$ cat src/rtl/watch_calendar.sv
// Calendar counter: year/month/day plus weekday, one day per en_day strobe, with validated loads.
// Optional Gregorian leap-year support via `WATCH_CAL_LEAP_EN (undefined: February is always 28 days).
module watch_calendar #(
  parameter int YEAR_W    = 12,
  parameter int YEAR_MIN  = 1,
  parameter int YEAR_MAX  = 2**YEAR_W-1,
  parameter int DOW_RESET = 0
) (
  input  logic              clk,
  input  logic              rst,
  input  logic              en_day,
  input  logic              set_date,
  input  logic [YEAR_W+8:0] bin_date,
  input  logic [2:0]        set_dow,
  output logic [YEAR_W-1:0] year,
  output logic [3:0]        month,
  output logic [4:0]        day,
  output logic [2:0]        dow,
  output logic              set_err,
  output logic              year_wrap
);

  localparam logic [YEAR_W-1:0] YMIN   = YEAR_W'(YEAR_MIN);
  localparam logic [YEAR_W-1:0] YONE   = YEAR_W'(1);
  localparam logic [31:0]       YMIN32 = 32'(YEAR_MIN);
  localparam logic [31:0]       YMAX32 = 32'(YEAR_MAX);
  localparam logic [2:0]        DOW0   = 3'(DOW_RESET);

  function automatic logic [4:0] max_day(input logic leap, input logic [3:0] m);
    case (m)
      4'd1, 4'd3, 4'd5, 4'd7, 4'd8, 4'd10, 4'd12: max_day = 5'd31;
      4'd4, 4'd6, 4'd9, 4'd11:                    max_day = 5'd30;
      4'd2:                                       max_day = leap ? 5'd29 : 5'd28;
      default:                                    max_day = 5'd0;
    endcase
  endfunction

  logic [YEAR_W-1:0] ld_year;
  logic [3:0]        ld_month;
  logic [4:0]        ld_day;
  logic              leap_cur, leap_ld;
  logic              ld_ok;
  logic              last_day, last_month, last_year;

  assign ld_year  = bin_date[YEAR_W+8:9];
  assign ld_month = bin_date[8:5];
  assign ld_day   = bin_date[4:0];

`ifdef WATCH_CAL_LEAP_EN
  function automatic logic is_leap(input logic [YEAR_W-1:0] y);
    logic [31:0] v;
    v = 32'(y);
    is_leap = ((v % 32'd4) == 32'd0) &&
              (((v % 32'd100) != 32'd0) || ((v % 32'd400) == 32'd0));
  endfunction

  assign leap_cur = is_leap(year);
  assign leap_ld  = is_leap(ld_year);
`else
  assign leap_cur = 1'b0;
  assign leap_ld  = 1'b0;
`endif

  // An out-of-range month yields max_day 0, which rejects every day value.
  assign ld_ok = (32'(ld_year) >= YMIN32) && (32'(ld_year) <= YMAX32) &&
                 (ld_month >= 4'd1) && (ld_month <= 4'd12) &&
                 (ld_day != 5'd0) && (ld_day <= max_day(leap_ld, ld_month)) &&
                 (set_dow <= 3'd6);

  assign last_day   = (day >= max_day(leap_cur, month));
  assign last_month = (month >= 4'd12);
  assign last_year  = (32'(year) >= YMAX32);

  always_ff @(posedge clk or negedge rst) begin
    if (!rst) begin
      year      <= YMIN;
      month     <= 4'd1;
      day       <= 5'd1;
      dow       <= DOW0;
      set_err   <= 1'b0;
      year_wrap <= 1'b0;
    end else begin
      set_err   <= 1'b0;
      year_wrap <= 1'b0;
      if (set_date) begin
        // A strobe coinciding with a load is dropped, not deferred.
        if (ld_ok) begin
          year  <= ld_year;
          month <= ld_month;
          day   <= ld_day;
          dow   <= set_dow;
        end else begin
          set_err <= 1'b1;
        end
      end else if (en_day) begin
        dow <= (dow == 3'd6) ? 3'd0 : dow + 3'd1;
        if (!last_day) begin
          day <= day + 5'd1;
        end else begin
          day <= 5'd1;
          if (!last_month) begin
            month <= month + 4'd1;
          end else begin
            month <= 4'd1;
            if (!last_year) begin
              year <= year + YONE;
            end else begin
              year      <= YMIN;
              year_wrap <= 1'b1;
            end
          end
        end
      end
    end
  end

endmodule
$ cat config.mk
export PLATFORM = sky130hd
export DESIGN_NAME = watch_calendar
export DESIGN_NICKNAME = d
export VERILOG_FILES = /design/src/rtl/watch_calendar.sv
export SDC_FILE = /design/constraint.sdc
export NUM_CORES = 1
export LEC_CHECK = 0
export CAP_MARGIN = 20
export CORE_ASPECT_RATIO = 1.4
export CORE_MARGIN = 2
export CORE_UTILIZATION = 49
export DETAILED_ROUTE_END_ITERATION = 12
export GPL_ROUTABILITY_DRIVEN = 1
export HOLD_SLACK_MARGIN = 0.02
export PLACE_DENSITY = 0.8
export SLEW_MARGIN = 30
export SYNTH_ARGS = -nofsm -noshare
export SYNTH_HDL_FRONTEND = slang
export SYNTH_SLANG_ARGS = --single-unit
$ cat constraint.sdc
create_clock -name clk -period 3.8 [get_ports clk]
set_clock_uncertainty 0.2 [all_clocks]
set_input_delay 0.95 -clock clk [delete_from_list [all_inputs] [get_ports clk]]
set_output_delay 0.95 -clock clk [all_outputs]
set_load 0.02 [all_outputs]
# Word-level counts from Yosys, hierarchy flattened
# Cells that the tools add are included.
[word_totals]
out_inout_bits = 26
regBits = 26
inputBits = 28
elab_cells = 88
[classes]
magnitude_cmp = 8
muxes = 28
n_reduce_logical = 16
n_eq_ne = 26
n_addsub = 4
[ops]
columns = ["op", "count"]
rows = [
  ["$mux W12", 6],
  ["$eq A4 B4 Y1 const B", 10],
  ["$eq A4 B3 Y1 const B", 8],
  ["$pmux W5 S3", 2],
  ["$mux W4", 5],
  ["$mux W5", 4],
  ["$eq A4 B2 Y1 const B", 4],
  ["$reduce_or A7 Y1", 2],
  ["$add A12 B1 Y12 const B", 1],
  ["$ge A12 B1 Y1 const B", 1],
  ["$ge A12 B12 Y1 const B", 1],
  ["$mux W3", 4],
  ["$eq A4 B1 Y1 const B", 2],
  ["$reduce_or A4 Y1", 2],
  ["$mux W1", 7],
  ["$reduce_bool A2 Y1", 3],
  ["$add A5 B1 Y5 const B", 1],
  ["$ge A5 B5 Y1", 1],
  ["$le A5 B5 Y1", 1],
  ["$logic_and A1 B1 Y1", 5],
  ["$reduce_bool A5 Y1", 1],
  ["$add A4 B1 Y4 const B", 1],
  ["$ge A4 B1 Y1 const B", 1],
  ["$ge A4 B4 Y1 const B", 1],
  ["other kinds (8)", 8],
]

# Logic depth before layout (Yosys ltp)
# Gate-level depths: netlist (run 1).
[logic_depth]
ltp_word = 8
mapped_depth = 12
depth_no_buf = 12

# Worst setup path after synthesis (run 1)
# No wires, ideal clock.
[synth_timing]
path_kind = "input -> register"
startpoint = "input bin_date[7]"
endpoint = "register dow[0]"
arrival_ns = 3.093
setup_slack_ns = 0.370
path_buffers = 1
setup_ns = 0.137
cell_stages = 10
t_required_ns = 3.463
cell_sequence = "or3_4 > o21ai_2 > ha_1 > a21oi_2 > a21boi_2 > o32ai_4 > or4b_1 > buf_2 > mux2i_1 > a21oi_1"
[synth_via]
elab_chain_cells = 8
elab_cells_between_ends = 25
classes_between = "order compare (3); eq/ne (13); mux (1); reduce/logical (8)"
[synth_rtl]
columns = ["item", "line_no", "text"]
rows = [
  ["from (decl)", "13", "input logic [YEAR_W+8:0] bin_date,"],
  ["$eq A4 B1 Y1 (tied with other cells)", "30", "case (m)"],
  ["$reduce_or A7 Y1 (tied with other cells)", "30", ""],
  ["$pmux W5 S3 or $logic_and A1 B1 Y1 (tied branches)", "30, 66", ""],
  ["$le A5 B5 Y1 or $logic_and A1 B1 Y1 (tied branches)", "67, 66", ""],
  ["$logic_and A1 B1 Y1 * (2 in series)", "67", "(ld_day != 5'd0) && (ld_day <= max_day(leap_ld, ld_month)) &&"],
  ["$ne A2 B1 Y1 (no source line) *", "-", ""],
  ["$reduce_and A2 Y1 (no source line) *", "-", ""],
  ["to (signal assigned)", "91", "dow <= set_dow;"],
  ["to (signal assigned)", "96", "dow <= (dow == 3'd6) ? 3'd0 : dow + 3'd1;"],
  ["to (decl)", "18", "output logic [2:0] dow,"],
]
# Mark *: on every way between the ends. The rest lies on a longest branch, timed or not.
# A chain may end at the register's enable or synchronous reset.

# Worst setup path in the final report (run 1)
# Ends and elaborated chain as after synthesis.

==> metrics.md, run 1 <==
| Metric | Value |
|---|---|
| Crit-path slowest cell | or4b_4 |
| RSZ-0062 raised after global routing | no |
| Die area | 0.004728 sq mm |
| Remaining Overflow, GRT | 0 |
| Top_reg_cell synth | dfrtp_1 |
| Buf+Inv Stages, Crit Path | 1 |
| Post_cts resized | 0 |
| Worst vdd ir | 432.4 uV |
| Clock buffer depth | 2 |
| R2r setup slk | 0.27 ns |
| Commonest non-fill, non-tap cells in the layout | clkdlybuf4s50_1 (53), dfrtp_1 (23), nand2_1 (22) |
| Endpoints failing setup | 0 |
| DP Worst Slack | -0.1804 ns |
| Via count | 2,126 |
| Max_cap viols | 0 |
| Warning count from the yosys run | 0 |
| CTS tree | done |
| Post-synthesis register bit count | 26 |
| Final Non-Filler Cells | 340 |
| Period utilization | 95.76% |
| Avg Vias per Cell | 6.253 |
| IO buf count | 53 |
| Crit path launch | bin_date[7] |
| Sequential-to-total area share from yosys stat | 31.89% |
| Starting Density | 51.48% |
| FMAX | 274.8 MHz |
| Worst Hold Class | register to register |
| Syn Std Cell Area | 0.002052 sq mm |
| Asr flop ratio synth | 100.0% |
| Distinct cell type count after synthesis | 63 |
| Fin area | 0.002756 sq mm |
| Routability congestion estimate | 0.8668 |
| Nets | 342 |
| CP arrival | 3.59 ns |
| DRC violations left | 2 |
| Dpl cells | 336 |
| Critical-path cell list | clkdlybuf4s50_1 -> or3_4 -> o21ai_2 -> ha_1 -> a21oi_2 -> a21boi_2 -> o32ai_4 -> or4b_4 -> mux2i_1 -> a21oi_1 |
| Largest net degree at the start of global routing | 27 |
| Syn Nets | 279 |
| Syn-to-layout area delta | 34.33% |
| Number of nets with antenna violations after routing | 0 |
| CTS Buf Count | 3 |
| Mean area per synthesized cell | 8.732 sq um |
| Htree depth | 1 |
| PD cells | 703.7 mW/mm^2 |
| Crit start category | input port |
| Commonest non-fill, non-tap cell in the layout | clkdlybuf4s50_1 |
| Crit-path max FO | 5 |
| Fin crit period | 3.639 ns |
| WL/cell | 16.96 um |
| Initial antenna violation count | 0 |
| Failing checks | design-rule violations |
| Cells after Synth | 235 |
| Critical Path RT | 3.75 ns |
| Post-DP Area | 0.002700 sq mm |
| Worst Setup Path Type | input port to register |
| Fin Setup TNS | 0 ns |
| First-pass GRT wire length | 9.666 mm |
| Post-synth EDFFs | 0 |
| Leak pwr | 1.141 nW |
| Worst skew pair latency | 0.27 ns |
| DP Wirelength | 4.494 mm |
| PnR worst setup slack | 0.1613 ns |
| Hold path startpoint | year[1] |
| Overall routed net length | 5.766 mm |
| Max-slew headroom | 65.65% |
| Proportion of layout cells with a drive suffix above 1 | 12.12% |
| Setup crit end kind | register |
| CTS root buf | clkbuf_8 |
| Slowest stage delay, CP | 0.54 ns |
| GR Util All Layers | 26.22% |
| Final Max Tran Viols | 0 |
| Core area | 0.003986 sq mm |
| Worst Tran Pin Value | 0.5118 ns |
| Die width | 58.69 um |
| Io pins | 54 |
| Vias in the first global route | 2,055 |
| Reg clk slew, reported paths | 0.08 ns |
| Status | finished with violations |
| Initial DRC count | 94 |
| Clock sink count | 26 |
| Crit path max-delay family | simple AND/OR/NAND/NOR gates |
| # rows | 27 |
| Post-CTS Repair Setup Buffers | 0 |
| TritonRoute pass-1 iters | 8 |
| FF-to-FF Start | month[0] |
| CTS Hold Buffers Added | 0 |
| Die Ht | 80.57 um |
| Final hold vios | 0 |
| Ant. Diodes | 0 |
-- worst register-to-register path, stage by stage (launching register included) --
cell	delay [ns]
dfstp_2	0.60
inv_1	0.09
ha_1	0.23
o22a_1	0.20
o32ai_2	0.28
o31a_1	0.26
ha_1	0.27
a21oi_1	0.16
o21ai_0	0.14
a311oi_1	0.51
nor2_1	0.15
o21ai_0	0.20
o21ai_0	0.13
-- path summary, 6_finish.rpt --
kind,end,cells past startpoint
setup / recovery,dow[0],10
hold / removal,year[1],1
setup reg to reg,month[1],12
hold reg to reg,year[1],1
max in group asynchronous,day[0],2
min in group asynchronous,year[7],2
-- logic make-up after synthesis --
family / count (synthesis) / share of synthesized area, %
AOI/OAI and AO/OA: 72 / 26.89
xor gates and xnor gates: 2 / 0.8538
adders and majority gates: 16 / 9.756
buffers and inverters: 21 / 4.633
DFF: 26 / 31.89
muxes: 5 / 2.683
and+or+nand+nor: 93 / 23.29
-- cell type report --
class / count / area (sq um)
timing repair buffer: 66 / 640.6
multi-input combinational: 188 / 1314
sequential: 26 / 654.4
inverter: 13 / 48.80
tap: 43 / 53.80
clock buffer: 4 / 45.04
fill: 330 / 1230
-- layer usage --
metal	vias up	global-route usage (%)	share of wire, %
li1	1025	-	-
met1	1041	33.23	43
met2	54	47.42	53
met3	6	1.610	3.0
met4	0	6.818	1.3
met5	-	0	0
-- power breakdown --
group | total [W] | switching, W | internal (W) | leakage [nW]
Clock | 0.000162 | 0.0000870 | 0.0000751 | 0.0228
Combinational | 0.00120 | 0.000637 | 0.000561 | 0.816
Sequential | 0.000579 | 0.000182 | 0.000397 | 0.303
-- Yosys cell counts, drive strengths merged (2+ instances only) --
library cell	number	share of area, %
o22ai	3	0.91
and3	2	0.61
nor3	8	2.0
nor4	6	2.1
dfstp	3	3.8
inv	12	2.2
nor2	16	2.9
dfrtp	23	28
ha	16	9.8
xnor2	2	0.85
a221o	3	1.5
nand4	3	0.91
or3	5	1.8
o32ai	2	1.8
a21o	3	1.1
a311o	2	0.98
and2	2	0.79
o21ai	10	2.6
clkbuf	4	0.73
nand2	23	4.3
a31oi	3	1.2
a21oi	14	3.6
a21boi	2	0.91
a22o	3	1.3
buf	4	1.5
o211ai	11	4.3
mux2	4	2.2
a211oi	4	1.5
o221a	2	1.1
or4	2	0.73
nand3	20	4.9
-- metrics by stage --
| stage | hold slack [ns] | total power, W | util, % |
|---|---|---|---|
| global placement | 0.3791 | 0.001726 | 67.73 |
| global route | 0.4430 | 0.002100 | 69.15 |
| floorplan | 0.4395 | 0.001297 | - |
| CTS | 0.4128 | 0.001926 | 68.86 |
| finish | 0.4108 | 0.001940 | 69.15 |
| detailed placement | 0.3879 | 0.001757 | 67.73 |
-- registers in the layout, indices dropped and copies added (netlist names) --
register,count
set_err,1
month,4
year,12
day,5
dow,3
year_wrap,1
Note: power is estimated with default switching activity, not from simulation.
==> inputs of run 2 (changes only) <==
--- a/config.mk
+++ b/config.mk
@@ -5,7 +5,7 @@
 export SDC_FILE = /design/constraint.sdc
 export NUM_CORES = 1
 export LEC_CHECK = 0
-export CAP_MARGIN = 20
+export CAP_MARGIN = 15
 export CORE_ASPECT_RATIO = 1.4
 export CORE_MARGIN = 2
 export CORE_UTILIZATION = 49
==> results of run 2 <==
The final DEF is identical to that of run 1; final timing and power are the same.
==> RTL change: new RTL, settings of run 1 <==
Build with the macro `WATCH_CAL_LEAP_EN` defined.
--- a/src/rtl/watch_calendar.sv
+++ b/src/rtl/watch_calendar.sv
@@ -1,5 +1,7 @@
 // Calendar counter: year/month/day plus weekday, one day per en_day strobe, with validated loads.
 // Optional Gregorian leap-year support via `WATCH_CAL_LEAP_EN (undefined: February is always 28 days).
+`define WATCH_CAL_LEAP_EN
+
 module watch_calendar #(
   parameter int YEAR_W    = 12,
   parameter int YEAR_MIN  = 1,
Behaviour: not the same (a bounded check fails within 4 cycles, from zero or initial values and one cycle with rst low).
==> RTL change against run 1 <==
  * The flow finishes with violations (negative setup slack)
  * Sequential cell count stayed put
  * Synthesized area is 100% higher
  * Power grew to 4.1 times the old value
  * Via count grew to 3.0 times the old value
  * Setup slack lost 3.2 ns
  * Final area grew to 2.6 times the old value
  * Wire length grew to 3.6 times the old value
  * Largest cell class unchanged
  * Highest routed layer unchanged
==> RTL change: results (changes against run 1) <==
- Seq/Total Area, Yosys: 15.6% (was 31.9%)
- Syn Area/Cell: 7.20 sq um (was 8.73 sq um)
- Initial DRC count: 779 (was 94)
- Library cells used by synthesis: 84 (was 63)
- Met3 Wirelength: 2070 microns (was 171 microns)
- XOR/XNOR Fraction of Synth Area: 3.14% (was 0.854%)
- CP peak stage delay: 0.38 ns (was 0.54 ns)
- Wire per inst: 23.1 microns (was 17.0 microns)
- GP Congestion: 1.00 (was 0.867)
- M1 WL: 6730 microns (was 2490 microns)
- DP HPWL: 12000 microns (was 4490 microns)
- Placed cell count: 874 (was 336)
- Place WS: -3.43 ns (was -0.180 ns)
- Maximum vdd ir drop: 1.32 mV (was 0.432 mV)
- Setup violators final: 26 (was 0)
- Top cell type's share of synthesized area: 13.8% (was 28.0%)
- Buffers on Ports: 53 (unchanged)
- Met2 Use GR: 66.8% (was 47.4%)
- Layout Nets: 856 (was 342)
- Share of cells above drive strength 1: 41.5% (was 12.1%)
- CTS root buf: clkbuf_16 (was clkbuf_8)
- Slew @ Worst Pin: 0.711 ns (was 0.512 ns)
- Setup ws final: -3.01 ns (was 0.161 ns)
- Compound-Gate Fraction of Synth Area: 36.3% (was 26.9%)
- Post-Syn Nets: 628 (was 279)
- Cells resized by post-CTS repair: 91 (was 0)
- Top cells by area, synth: dfrtp_1 (14%), o21ai_0 (6.3%), ha_1 (5.7%), a21oi_1 (4.9%), mux2i_1 (4.5%) (was dfrtp_1 (28%), ha_1 (9.8%), nand3_1 (4.9%), nand2_1 (4.0%), dfstp_2 (3.8%))
- Number of setup buffers added after CTS: 18 (was 0)
- First-pass GRT wire length: 27900 microns (was 9670 microns)
- DP Area: 6170 sq um (was 2700 sq um)
- Finished Core Util: 86.8% (was 69.1%)
- Vias in the first global route: 5965 (was 2055)
- Via count: 6359 (was 2126)
- Seq. pwr: 0.561 mW (was 0.579 mW)
- Met1 Track Usage GR: 39.4% (was 33.2%)
- Leakage: 3.06 nW (was 1.14 nW)
- Register share of total power: 7.1% (was 29.9%)
- Top cells by count, synth: o21ai_0 (53), nand2_1 (50), nor2_1 (43), a21oi_1 (41) (was dfrtp_1 (23), nand2_1 (22), nand3_1 (20), ha_1 (16), nor2_1 (16))
- Setup TNS: -72.40 ns (was 0 ns)
- Met2 wire length: 10100 microns (was 3030 microns)
- Adder-cell share of the synthesized area: 6.91% (was 9.76%)
- Logic power comb: 7.04 mW (was 1.20 mW)
- Critical Path Fanout Max: 6 (was 5)
- Via density: 6.99 (was 6.25)
- GRT Util Overall: 37.9% (was 26.2%)
- Largest net degree at the start of global routing: 30 (was 27)
- Status: finished with violations (unchanged)
- M3 GR Usage: 6.70% (was 1.61%)
- # fillers: 397 (was 330)
- NetSw: 3.84 mW (was 0.907 mW)
- 1st-pass router iterations: 7 (was 8)
- WP data arrival: 6.74 ns (was 3.59 ns)
- Failing checks: negative setup slack (was design-rule violations)
- Clock buffer depth: 2 (unchanged)
- Initial antenna violation count: 0 (unchanged)
- Highest-delay cell along the critical path: maj3_1 (was or4b_4)
- Mux cell area share after synthesis: 5.71% (was 2.68%)
-- RTL change: worst max-delay path: cells and delay by family --
family	cells	cell delay, ns
AOI/OAI and AO/OA	17	3.57
buffers and inverters	4	0.68
and+or+nand+nor	6	0.59
adders and majority gates	2	0.58
xor gates and xnor gates	1	0.20
muxes	1	0.14
-- RTL change: final timing paths --
path | startpoint | endpoint | slack [ns] | depth (start not counted)
setup / recovery | bin_date[19] | year[9] | -3.01 | 31
hold / removal | year[1] | year[1] | 0.42 | 2
setup reg to reg | year[9] | day[4] | -2.82 | 31
hold reg to reg | year[1] | year[1] | 0.42 | 2
max in group asynchronous | rst | year[0] | 2.22 | 2
min in group asynchronous | rst | set_err | 0.87 | 2
-- RTL change: final cells by class --
type                    instances  share of cell area [%]
multi-input cells             498                    55.8
repair buffers                257                    30.6
flip-flops and latches         26                    9.16
well taps                     102                    1.78
inverters                      23                    1.24
clock buffers                   3                    1.05
clock inverters                 1                   0.420
